`src/rtl/upe_add16_core.sv`:
```
// rtl/upe_add16_core.sv - value/uncertainty pair adder with registered results
// Value path wraps; uncertainty path clamps to all-ones on overflow.

module upe_full_adder (
    input  logic a,
    input  logic b,
    input  logic cin,
    output logic sum,
    output logic cout
);
    assign sum  = a ^ b ^ cin;
    assign cout = (a & b) | (cin & (a ^ b));
endmodule

module upe_ripple_add #(
    parameter int WIDTH = 16
) (
    input  logic [WIDTH-1:0] a,
    input  logic [WIDTH-1:0] b,
    input  logic             cin,
    output logic [WIDTH-1:0] sum,
    output logic             cout
);
    logic [WIDTH:0] carry;

    assign carry[0] = cin;

    genvar i;
    generate
        for (i = 0; i < WIDTH; i++) begin : g_bit
            upe_full_adder u_fa (
                .a    (a[i]),
                .b    (b[i]),
                .cin  (carry[i]),
                .sum  (sum[i]),
                .cout (carry[i+1])
            );
        end
    endgenerate

    assign cout = carry[WIDTH];
endmodule

module upe_add16_core #(
    parameter int WIDTH = 16
) (
    input  logic             clk,
    input  logic             rst_n,
    input  logic             in_valid,
    input  logic [WIDTH-1:0] A,
    input  logic [WIDTH-1:0] B,
    input  logic [WIDTH-1:0] C,
    input  logic [WIDTH-1:0] D,
    output logic [WIDTH-1:0] Out1,
    output logic [WIDTH-1:0] Out2,
    output logic             carry_out,
    output logic             unc_sat,
    output logic             out_valid
);
    logic [WIDTH-1:0] val_sum;
    logic             val_carry;
    logic [WIDTH-1:0] unc_sum;
    logic             unc_carry;
    logic [WIDTH-1:0] unc_clamped;

    upe_ripple_add #(.WIDTH(WIDTH)) u_val_add (
        .a    (A),
        .b    (C),
        .cin  (1'b0),
        .sum  (val_sum),
        .cout (val_carry)
    );

    upe_ripple_add #(.WIDTH(WIDTH)) u_unc_add (
        .a    (B),
        .b    (D),
        .cin  (1'b0),
        .sum  (unc_sum),
        .cout (unc_carry)
    );

    // Worst-case uncertainty must never shrink by wrapping, so pin it at full scale.
    assign unc_clamped = unc_carry ? {WIDTH{1'b1}} : unc_sum;

    always_ff @(posedge clk or negedge rst_n) begin
        if (!rst_n) begin
            Out1      <= '0;
            Out2      <= '0;
            carry_out <= 1'b0;
            unc_sat   <= 1'b0;
            out_valid <= 1'b0;
        end else begin
            out_valid <= in_valid;
            if (in_valid) begin
                Out1      <= val_sum;
                carry_out <= val_carry;
                Out2      <= unc_clamped;
                unc_sat   <= unc_carry;
            end
        end
    end
endmodule

```
`config.mk`:
```
export PLATFORM = sky130hd
export DESIGN_NAME = upe_add16_core
export DESIGN_NICKNAME = d
export VERILOG_FILES = /design/src/rtl/upe_add16_core.sv
export SDC_FILE = /design/constraint.sdc
export NUM_CORES = 1
export LEC_CHECK = 0
export CAP_MARGIN = 5
export CORE_MARGIN = 4
export CORE_UTILIZATION = 26
export CTS_BUF_LIST = sky130_fd_sc_hd__clkbuf_4
export CTS_CLUSTER_DIAMETER = 60
export DETAILED_ROUTE_END_ITERATION = 10
export PLACE_DENSITY_LB_ADDON = 0.2
export SYNTH_ARGS = -nofsm -noshare
export SYNTH_HDL_FRONTEND = slang
export SYNTH_SLANG_ARGS = --single-unit
```
`constraint.sdc`:
```
create_clock -name clk -period 0.8 [get_ports clk]
set_clock_uncertainty 0.05 [all_clocks]
set_input_delay 0.16 -clock clk [delete_from_list [all_inputs] [get_ports clk]]
set_output_delay 0.16 -clock clk [all_outputs]
set_load 0.05 [all_outputs]
```
==> run metrics, run 1 <==
layout cells sized above 1=59.11%; number of remaining DRC errors=0; Max Cap Violations=0; RSZ-0062 raised after global routing=yes; Routed WL=5207 um; gate count of the mapped netlist=152; antenna violations before repair=0; LEAKAGE=about 1.6 nW; Post-DRT Antenna Nets=0; Tightest Hold Check Type=primary input to flop; Async SR Flop Fraction=between 90% and 100%; normalized max-slew margin=84.71%; area grow syn2layout=94.36%; CP peak stage delay=0.38 ns; clock buffer count from CTS=5; initial core utilization=26.72%; vias per inst=4.181; CTS sink count=35; Clock Latency Late Sink=0.32 ns; CP Buf/Inv Count=5; hold_sp=D[0]; Slew Limit Fails=0; R2R Setup Slk=-0.19 ns; VDD IR max=0.0006998 V; Non-Filler Instances=roughly 370; Die Y=97.11 um; PortBufs=approximately 100; setup ws final=-4.835 ns; die width=~97 um; IO Pins=102; Top cell by count, worst path=fa_2; DRT Pass-1 Iters=4; vias=approximately 1600; crit-path cells=buf_6, ha_4, fa_2, fa_2, fa_2, fa_2, fa_2, fa_2, fa_2, fa_2, fa_2, fa_2, fa_2, fa_2, inv_2, fa_2, inv_2, fa_2, inv_2, fa_2, clkbuf_16, a31oi_1; CTS tree=done; full die area=around 0.0094 mm^2; post-synth top area share=a little over two fifths; total gr overflow=0; Critical Path End Type=flop; RR Endpoint=Out1[4]; number of global-route vias before repair=1752; Final period util=704.3%; clock edge transition at the registers on the reported setup and hold paths=0.12 ns; Achievable Freq=0.1775 GHz; first-pass GRT wire length=around 8600 um; number of core rows=32; EDFF count, synth=0; final layout net count=367; Final Hold Vio Count=0; CP delay by family, top=adder cells; critical path class=primary input to flop; Post-synth top flop=dfrtp_1; root buffer cell=clkbuf_4; commonest cells in the netlist=dfrtp_1, fa_1, inv_1, nor2_1, a31oi_1; slowest cell on the critical path=fa_2; R2R Path Start=Out1[4]; Least-Margin Pin Slew=0.2285 ns; DRT iter0 DRCs=19; Yosys warnings=0; Seq/Total Area, Yosys=a little over two fifths; CP Max Fanout=7; largest net degree at the start of global routing=36; Placed Cells=357; Syn Nets=251; Min-Delay Endpoint=Out2[0]; violations in the final reports=negative setup slack; startpoint types=primary input; post-layout min period=5.635 ns; CTS H-tree depth=2; synth top area cells=dfrtp_1, fa_1, mux2_4; antenna diode count=0; WHS Path Cells=3; library cells used by synthesis=16; GP Congestion=0.7588; CTS max path bufs=2; Synth Cell Area=about 0.0021 mm^2; Yosys top cell by area=dfrtp_1; post-DR wirelength/cell=14.04 um; HPWL Detailed=4091 um; worst r2r path cells=2; Arrival @ worst endpoint=5.80 ns; Yosys reg bits=35; Post-Route Utilization=51.93%; PD cells=2013 mW/mm^2; Core Area=0.007727 mm^2; CP Data Required Time=0.97 ns; Syn Area/Cell=13.58 um^2; GRT Overall Usage=11.33%; setup violators final=69; outcome=complete, but fails checks; most instantiated library cell after synthesis=dfrtp_1
==> sequential cells by signal, summed over array words and instances, names as in the netlist <==
name       cells
Out1          16
unc_sat        1
out_valid      1
Out2          16
carry_out      1
==> routing by layer <==
| layer | part of all wire, % | global-route usage [%] | up-vias |
|---|---|---|---|
| li1 | - | - | 712 |
| met1 | 41 | 13.77 | 752 |
| met2 | 45 | 17.68 | 83 |
| met4 | 0.58 | 2.268 | 0 |
| met5 | 0 | 0 | - |
| met3 | 13 | 6.461 | 4 |
==> timing repair <==
item                                    CTS  global route
endpoints found under the setup margin   69            69
pin swaps                                 8             4
cloned                                    1             0
resized for setup                        32            12
hold endpoints to repair                 35             0
setup buffers                             3             1
hold buffers                              1             0
==> final cells by class <==
class                           instances  area, um^2
Fill cell                             667        3715
Timing Repair Buffer                  116        1531
Multi-Input combinational cell         83        1259
Sequential cell                        35       917.1
Tap cell                              102       127.6
Inverter                               27       101.3
Clock inverter                          3       38.79
Clock buffer                            5       37.54
==> through the flow <==
| step | TNS (ns) | instance area, um^2 | power, mW | hold slack (ns) | setup WS [ns] |
|---|---|---|---|---|---|
| 6_report | -135.23 | 4013 | 8.075 | 0.1041 | -4.835 |
| 5_1_grt | -139.44 | 4013 | 8.520 | 0.08793 | -4.958 |
| 4_1_cts | -137.32 | 3887 | 8.068 | 0.07915 | -4.903 |
| 3_5_place_dp | -147.20 | 3744 | 6.657 | 0.09242 | -5.581 |
| 3_3_place_gp | -146.26 | 3744 | 6.624 | 0.09367 | -5.506 |
| 2_1_floorplan | -125.92 | 2212 | 4.354 | -0.1856 | -4.890 |
==> kinds of logic (layout without fill, tap and decap cells) <==
group                    count (synthesis)  count (layout)  share of synthesized area, %
multiplexers                            15              15                         10.48
AO/OA/AOI/OAI                           19              19                         5.940
AND/OR/NAND/NOR                         17              17                         3.091
adder cells (fa/ha/maj)                 32              32                         30.30
buffers and inverters                   34             151                         7.757
flip-flops                              35              35                         42.42
==> cell usage in the layout, fill, tap and decap left out, drive strengths merged <==
cell type      Yosys  routed
a21oi              2       2
a31oi             14      14
buf                7      55
bufinv             0       1
clkbuf             0       6
clkdlybuf4s15      0       1
clkdlybuf4s50      0      56
clkinv             0       2
dfrtp             35      35
dlygate4sd2        0       2
dlygate4sd3        0       1
fa                30      30
ha                 2       2
inv               27      27
mux2              14      14
mux2i              1       1
nand2              1       1
nor2              16      16
o21a               1       1
o22a               2       2
==> where the power goes <==
part	internal (mW)	switching, mW
combinational	2.29	2.04
clock	0.643	0.594
sequential	2.16	0.357
==> tightest hold or removal path, cell delays in order <==
cell and delay, ns:
buf_6 0.07, ha_4 0.12, o22a_1 0.12
==> how the worst max path moves through the flow <==
stage          from        to  cells after the start
5_1_grt        B[0]  Out2[15]                     21
3_5_place_dp   A[0]  Out1[15]                     21
2_1_floorplan  B[0]  Out2[15]                     20
4_1_cts        B[0]  Out2[15]                     21
3_3_place_gp   A[0]  Out1[15]                     21
6_report       B[0]   Out2[9]                     22
(Power assumes the default switching activity.)
==> run 2, diff against run 1 <==
- CAP_MARGIN: 5 -> 10
- CORE_MARGIN: 4 -> unset
==> run 2 against run 1 <==
Effect of this change:
- the flow still finishes with violations (negative setup slack)
- worst hold slack gained 0.0098 ns
- core utilization shrank 2.4 points
- sequential share of layout area grew 1.3 points
- critical path type unchanged
- sequential power is essentially flat
- combinational power shrank 5.6%
- via count shrank 4.5%
- non-clock buffer count shrank 6
- setup slack lost 0.015 ns
- routed wire length shrank 9.0%
- global-route usage grew 1.1 points
- first-iteration DRC count shrank 21%
==> run metrics, run 2 (synthesized netlist as in run 1, its figures left out) <==
RSZ-0062 raised after global routing=yes; CP Max Fanout=1 (-6); setup violators final=69 (unchanged); violations in the final reports=negative setup slack; outcome=complete, but fails checks; clock buffer count from CTS=5 (unchanged); CP delay by family, top=adder cells; Core Area=0.007687 mm^2 (-0.52%); CTS sink count=35 (unchanged); LEAKAGE=1.580 nW (-4.0%); area grow syn2layout=84.24%; Fill cells=680 (+1.9%); largest net degree at the start of global routing=34 (-5.6%); Critical Path End Type=flop; Routed WL=4740 um (-9.0%); normalized max-slew margin=91.43% (+6.7 points); CTS H-tree depth=2 (unchanged); CTS max path bufs=2 (unchanged); clock edge transition at the registers on the reported setup and hold paths=0.11 ns (about the same); initial core utilization=26.86% (+0.14 points); die width=91.11 um (-6.2%); IO Pins=102 (unchanged); GRT Overall Usage=12.39% (+1.1 points); number of global-route vias before repair=1662 (-5.1%); Max Cap Violations=0 (unchanged); vias=1481 (-4.5%); Tot Pwr=7.512 mW (-7.0%); DRT iter0 DRCs=15 (-4); antenna diode count=0 (unchanged); Final Hold Vio Count=0 (unchanged); slowest cell on the critical path=fa_2; critical path class=primary input to flop; root buffer cell=clkbuf_4; DRT Pass-1 Iters=4 (unchanged); met1 Usage GRT=15.34% (+1.6 points); Clock Latency Late Sink=0.32 ns (about the same); Fin Setup TNS=-134.50 ns (+0.7310 ns); met2 Track Usage GR=19.76% (+2.1 points); top flop regs=Out1 (16), Out2 (16); setup ws final=-4.850 ns (-0.01506 ns); HPWL Detailed=3897 um (-4.7%); layout cells sized above 1=55.13% (-4.0 points); VDD IR max=0.0006545 V (-6.5%); most common cell after layout, fill and taps aside=clkdlybuf4s50_1; GP Congestion=0.7161 (-5.6%); CTS tree=done; GR Util met3=5.695% (-0.77 points); crit-path cells=buf_6, ha_4, fa_2, fa_2, fa_2, fa_2, fa_2, fa_2, fa_2, fa_2, fa_2, fa_2, fa_2, fa_2, inv_2, fa_2, inv_2, fa_2, inv_2, fa_2, a31oi_1; grt peak-use layer=met2; Achievable Freq=0.1770 GHz (-0.27%); Top cell by count, worst path=fa_2; post-DR wirelength/cell=12.99 um (-7.5%); PortBufs=101 (unchanged); most frequent cells in the layout=clkdlybuf4s50_1, buf_12, dfrtp_2, fa_2, inv_1; Die Y=91.11 um (-6.2%); final layout net count=361 (-1.6%); PD cells=1975 mW/mm^2 (-1.9%); first-pass GRT wire length=7900 um (-8.3%); total gr overflow=0 (unchanged); antenna violations before repair=0 (unchanged); Post-DRT Antenna Nets=0 (unchanged); startpoint types=primary input; CP peak stage delay=0.41 ns (+0.03 ns); number of core rows=32 (unchanged); number of remaining DRC errors=0 (unchanged); CP Buf/Inv Count=4 (-1); CP Data Required Time=1.01 ns (+0.04 ns); vias per inst=4.058 (-2.9%); Arrival @ worst endpoint=5.86 ns (+0.06 ns); Tightest Hold Check Type=primary input to flop; Least-Margin Pin Slew=0.1250 ns (-0.1035 ns); Slew Limit Fails=0 (unchanged); post-layout min period=5.650 ns (+0.01506 ns); Final period util=706.2% (+1.9 points); full die area=0.008301 mm^2 (-12%)
[run 2: changes by cell type in the layout (fill, tap and decap cells not counted)]
cell and delta:
dlygate4sd2_1 -2, clkbuf_4 +1, a31oi_4 -8, clkdlybuf4s15_1 +1, a31oi_1 +8, clkinv_1 +1, clkinv_2 -1, clkbuf_16 -1
buf_2 +1, buf_4 -5, bufinv_16 -1
[run 2: layer usage]
layer,share of wire [%],wire [um],vias up
met5,0,0,-
met4,0.61,29,0
met3,11,501,3
met2,46,2202,80
met1,42,2006,695
li1,-,-,703
[run 2: cell type report]
| class | count | area (um^2) | area share [%] |
|---|---|---|---|
| repair buffers | 110 | 1466 | 38.55 |
| inverters | 27 | 101.3 | 2.664 |
| multi-input cells | 83 | 1139 | 29.93 |
| clock buffers | 6 | 45.04 | 1.184 |
| well taps | 102 | 127.6 | 3.355 |
| clock inverters | 2 | 7.507 | 0.1974 |
| flip-flops and latches | 35 | 917.1 | 24.11 |
[run 2: through the flow]
step                      utilization [%]  cell area, um^2  instances  setup slack (ns)  hold slack, ns
after CTS                           49.33             3792        364            -4.917         0.08994
after global routing                49.48             3804        365            -4.979         0.09555
after floorplan                         -             2212        152            -4.890         -0.1856
after detailed placement            48.40             3721        354            -5.574         0.07503
after global placement              48.40             3721        354            -5.532         0.07007
final                               49.48             3804        365            -4.850          0.1139
[run 2: final timing paths]
kind                           from  endpoint  slack (ns)  depth (start not counted)
max                            B[0]  Out2[15]       -4.85                         21
min                            D[0]   Out2[0]        0.11                          3
min reg2reg                 unc_sat   unc_sat        0.49                          1
min in group asynchronous     rst_n  Out1[14]        0.30                          3
max reg2reg                Out2[14]  Out2[14]       -0.12                          2
max in group asynchronous     rst_n   Out1[2]        0.22                          3
[run 2: repair_timing]
action | 4_1_cts | 5_1_grt
hold buffers | 1 | 0
endpoints found under the hold margin | 35 | 0
endpoints found under the setup margin | 69 | 69
buffers inserted | 1 | 1
gates resized for setup | 34 | 1
pin swaps | 9 | 10
[run 2: where the power goes]
group          leakage, nW  total (mW)  switching, mW  internal, mW
combinational         1.19        4.08           1.92          2.16
sequential           0.356        2.51          0.354          2.16
clock               0.0307       0.920          0.561         0.360
[run 2: tightest hold or removal path, stage by stage]
cell    delay, ns
buf_6        0.07
ha_4         0.11
o22a_1       0.12
==> run 3, diff against run 2 <==
- MAX_ROUTING_LAYER: unset -> met4
==> run 3 against run 2 <==
Effect of this change:
- the flow still finishes with violations (negative setup slack)
- routed wire length rose by 0.25%
- final area did not move
- clock power rose by 0.4%
- largest power group unchanged
- clock-buffer cell count did not move
- die area did not move
- final cell count did not move
- fmax barely moved
- flip-flop and latch count did not move
- critical endpoint unchanged
- worst hold slack barely moved
- combinational power barely moved
==> run metrics, run 3 (synthesized netlist as in run 1, its figures left out) <==
total gr overflow=0 (unchanged); Max Cap Violations=0 (unchanged); top flop regs=Out1 (16), Out2 (16); GR Util met3=4.941% (-0.75 points); clock edge transition at the registers on the reported setup and hold paths=0.11 ns (about the same); largest net degree at the start of global routing=34 (unchanged); normalized max-slew margin=91.43% (unchanged); PD cells=1976 mW/mm^2 (about the same); initial core utilization=26.86% (unchanged); most common cell after layout, fill and taps aside=clkdlybuf4s50_1; Routed WL=4752 um (+0.25%); met1 Usage GRT=15.82% (+0.48 points); DRT iter0 DRCs=18 (+3); PortBufs=101 (unchanged); number of global-route vias before repair=1667 (+0.30%); grt peak-use layer=met2; final layout net count=361 (unchanged); setup ws final=-4.853 ns (-0.003400 ns); IO Pins=102 (unchanged); HPWL Detailed=3897 um (unchanged); critical path class=primary input to flop; number of remaining DRC errors=0 (unchanged); post-layout min period=5.653 ns (+0.003400 ns); placed standard-cell area=0.003721 mm^2 (unchanged); CP Max Fanout=1 (unchanged); Min Hold Slack=0.1139 ns (+0.00006400 ns); Fill cells=680 (unchanged); setup violators final=69 (unchanged); die width=91.11 um (unchanged); RSZ-0062 raised after global routing=yes; CTS tree=done; violations in the final reports=negative setup slack; number of core rows=32 (unchanged); Fin Setup TNS=-134.53 ns (-0.03200 ns); R2R Path Start=Out2[14]; Critical Path End Type=flop; vias=1479 (-0.14%); vias per inst=4.052 (-0.14%); DRT Pass-1 Iters=4 (unchanged); startpoint types=primary input; CTS H-tree depth=2 (unchanged); CTS max path bufs=2 (unchanged); worst r2r path cells=2 (unchanged); WHS Path Cells=3 (unchanged); layout cells sized above 1=55.13% (unchanged); Tightest Hold Check Type=primary input to flop; Achievable Freq=0.1769 GHz (about the same); GP Congestion=0.7244 (+1.2%); Arrival @ worst endpoint=5.86 ns (about the same); VDD IR max=0.0006544 V (about the same); Clock Latency Late Sink=0.32 ns (about the same); hold_sp=D[0]; clock buffer count from CTS=5 (unchanged); Final period util=706.6% (about the same); CP Data Required Time=1.01 ns (about the same); CTS sink count=35 (unchanged); Sequential Area=917.1 um^2 (unchanged); antenna diode count=0 (unchanged); RR Endpoint=Out2[14]; met2 Track Usage GR=19.76% (unchanged); root buffer cell=clkbuf_4; post-route cell area=0.003804 mm^2 (unchanged); most frequent cells in the layout=clkdlybuf4s50_1, buf_12, dfrtp_2, fa_2, inv_1; Min-Delay Endpoint=Out2[0]; Tot Pwr=7.517 mW (about the same); LEAKAGE=1.580 nW (unchanged); GRT Overall Usage=12.75% (+0.36 points); Die Y=91.11 um (unchanged); R2R Setup Slk=-0.12 ns (about the same); Core Area=0.007687 mm^2 (unchanged); Post-Route Utilization=49.48% (unchanged); Slew Limit Fails=0 (unchanged); full die area=0.008301 mm^2 (unchanged); Final Hold Vio Count=0 (unchanged); Least-Margin Pin Slew=0.1250 ns (unchanged); footprint of the multi-input gates=0.001139 mm^2 (unchanged); antenna violations before repair=0 (unchanged); outcome=complete, but fails checks; post-DR wirelength/cell=13.02 um (+0.25%); area grow syn2layout=84.24% (unchanged); first-pass GRT wire length=7886 um (-0.18%); Post-DRT Antenna Nets=0 (unchanged)
[run 3: cell counts in the layout (fill, tap and decap cells not counted)]
Identical to the previous run, type by type.
[run 3: metrics by stage]
stage / instances / setup WS [ns]
floorplan: 152 / -4.890
global placement: 354 / -5.532
detailed placement: 354 / -5.574
CTS: 364 / -4.917
global route: 365 / -4.979
finish: 365 / -4.853
[run 3: final cells by class]
class                   instances  share of cell area [%]
clock inverters                 2                  0.1974
well taps                     102                   3.355
repair buffers                110                   38.55
inverters                      27                   2.664
clock buffers                   6                   1.184
multi-input cells              83                   29.93
flip-flops and latches         35                   24.11
[run 3: worst max-delay path by stage]
stage          slack, ns  endpoint  from
2_1_floorplan      -4.89  Out2[15]  B[0]
3_3_place_gp       -5.53  Out1[15]  A[0]
5_1_grt            -4.98  Out2[15]  B[0]
4_1_cts            -4.92  Out2[15]  B[0]
3_5_place_dp       -5.57  Out1[15]  A[0]
6_report           -4.85  Out2[15]  B[0]
[run 3: report_power, final]
part           total, mW  internal, mW  switching [mW]
clock network      0.924         0.360           0.564
registers           2.51          2.16           0.354
logic               4.08          2.16            1.92
total               7.52          4.68            2.84
[run 3: metal layers]
layer | wire length (um) | up-vias
met1 | 2067 | 692
met3 | 437 | 5
met4 | 40 | 0
met5 | 0 | -
li1 | - | 702
met2 | 2207 | 80
[run 3: critical path, stage by stage]
cell and delay [ns]:
buf_6 0.10, ha_4 0.15, fa_2 0.33, fa_2 0.35
fa_2 0.37, fa_2 0.36, fa_2 0.36, fa_2 0.35
fa_2 0.35, fa_2 0.35, fa_2 0.36, fa_2 0.35
fa_2 0.34, fa_2 0.34, inv_2 0.06, fa_2 0.18
inv_2 0.04, fa_2 0.32, inv_2 0.06, fa_2 0.41
a31oi_1 0.17
[run 3: repair_timing]
item	in CTS	in global routing
gates resized for setup	34	1
endpoints found under the hold margin	35	0
pin swaps	9	10
gates cloned	0	0
buffers inserted	1	1
hold buffers	1	0
setup endpoints to repair	69	69
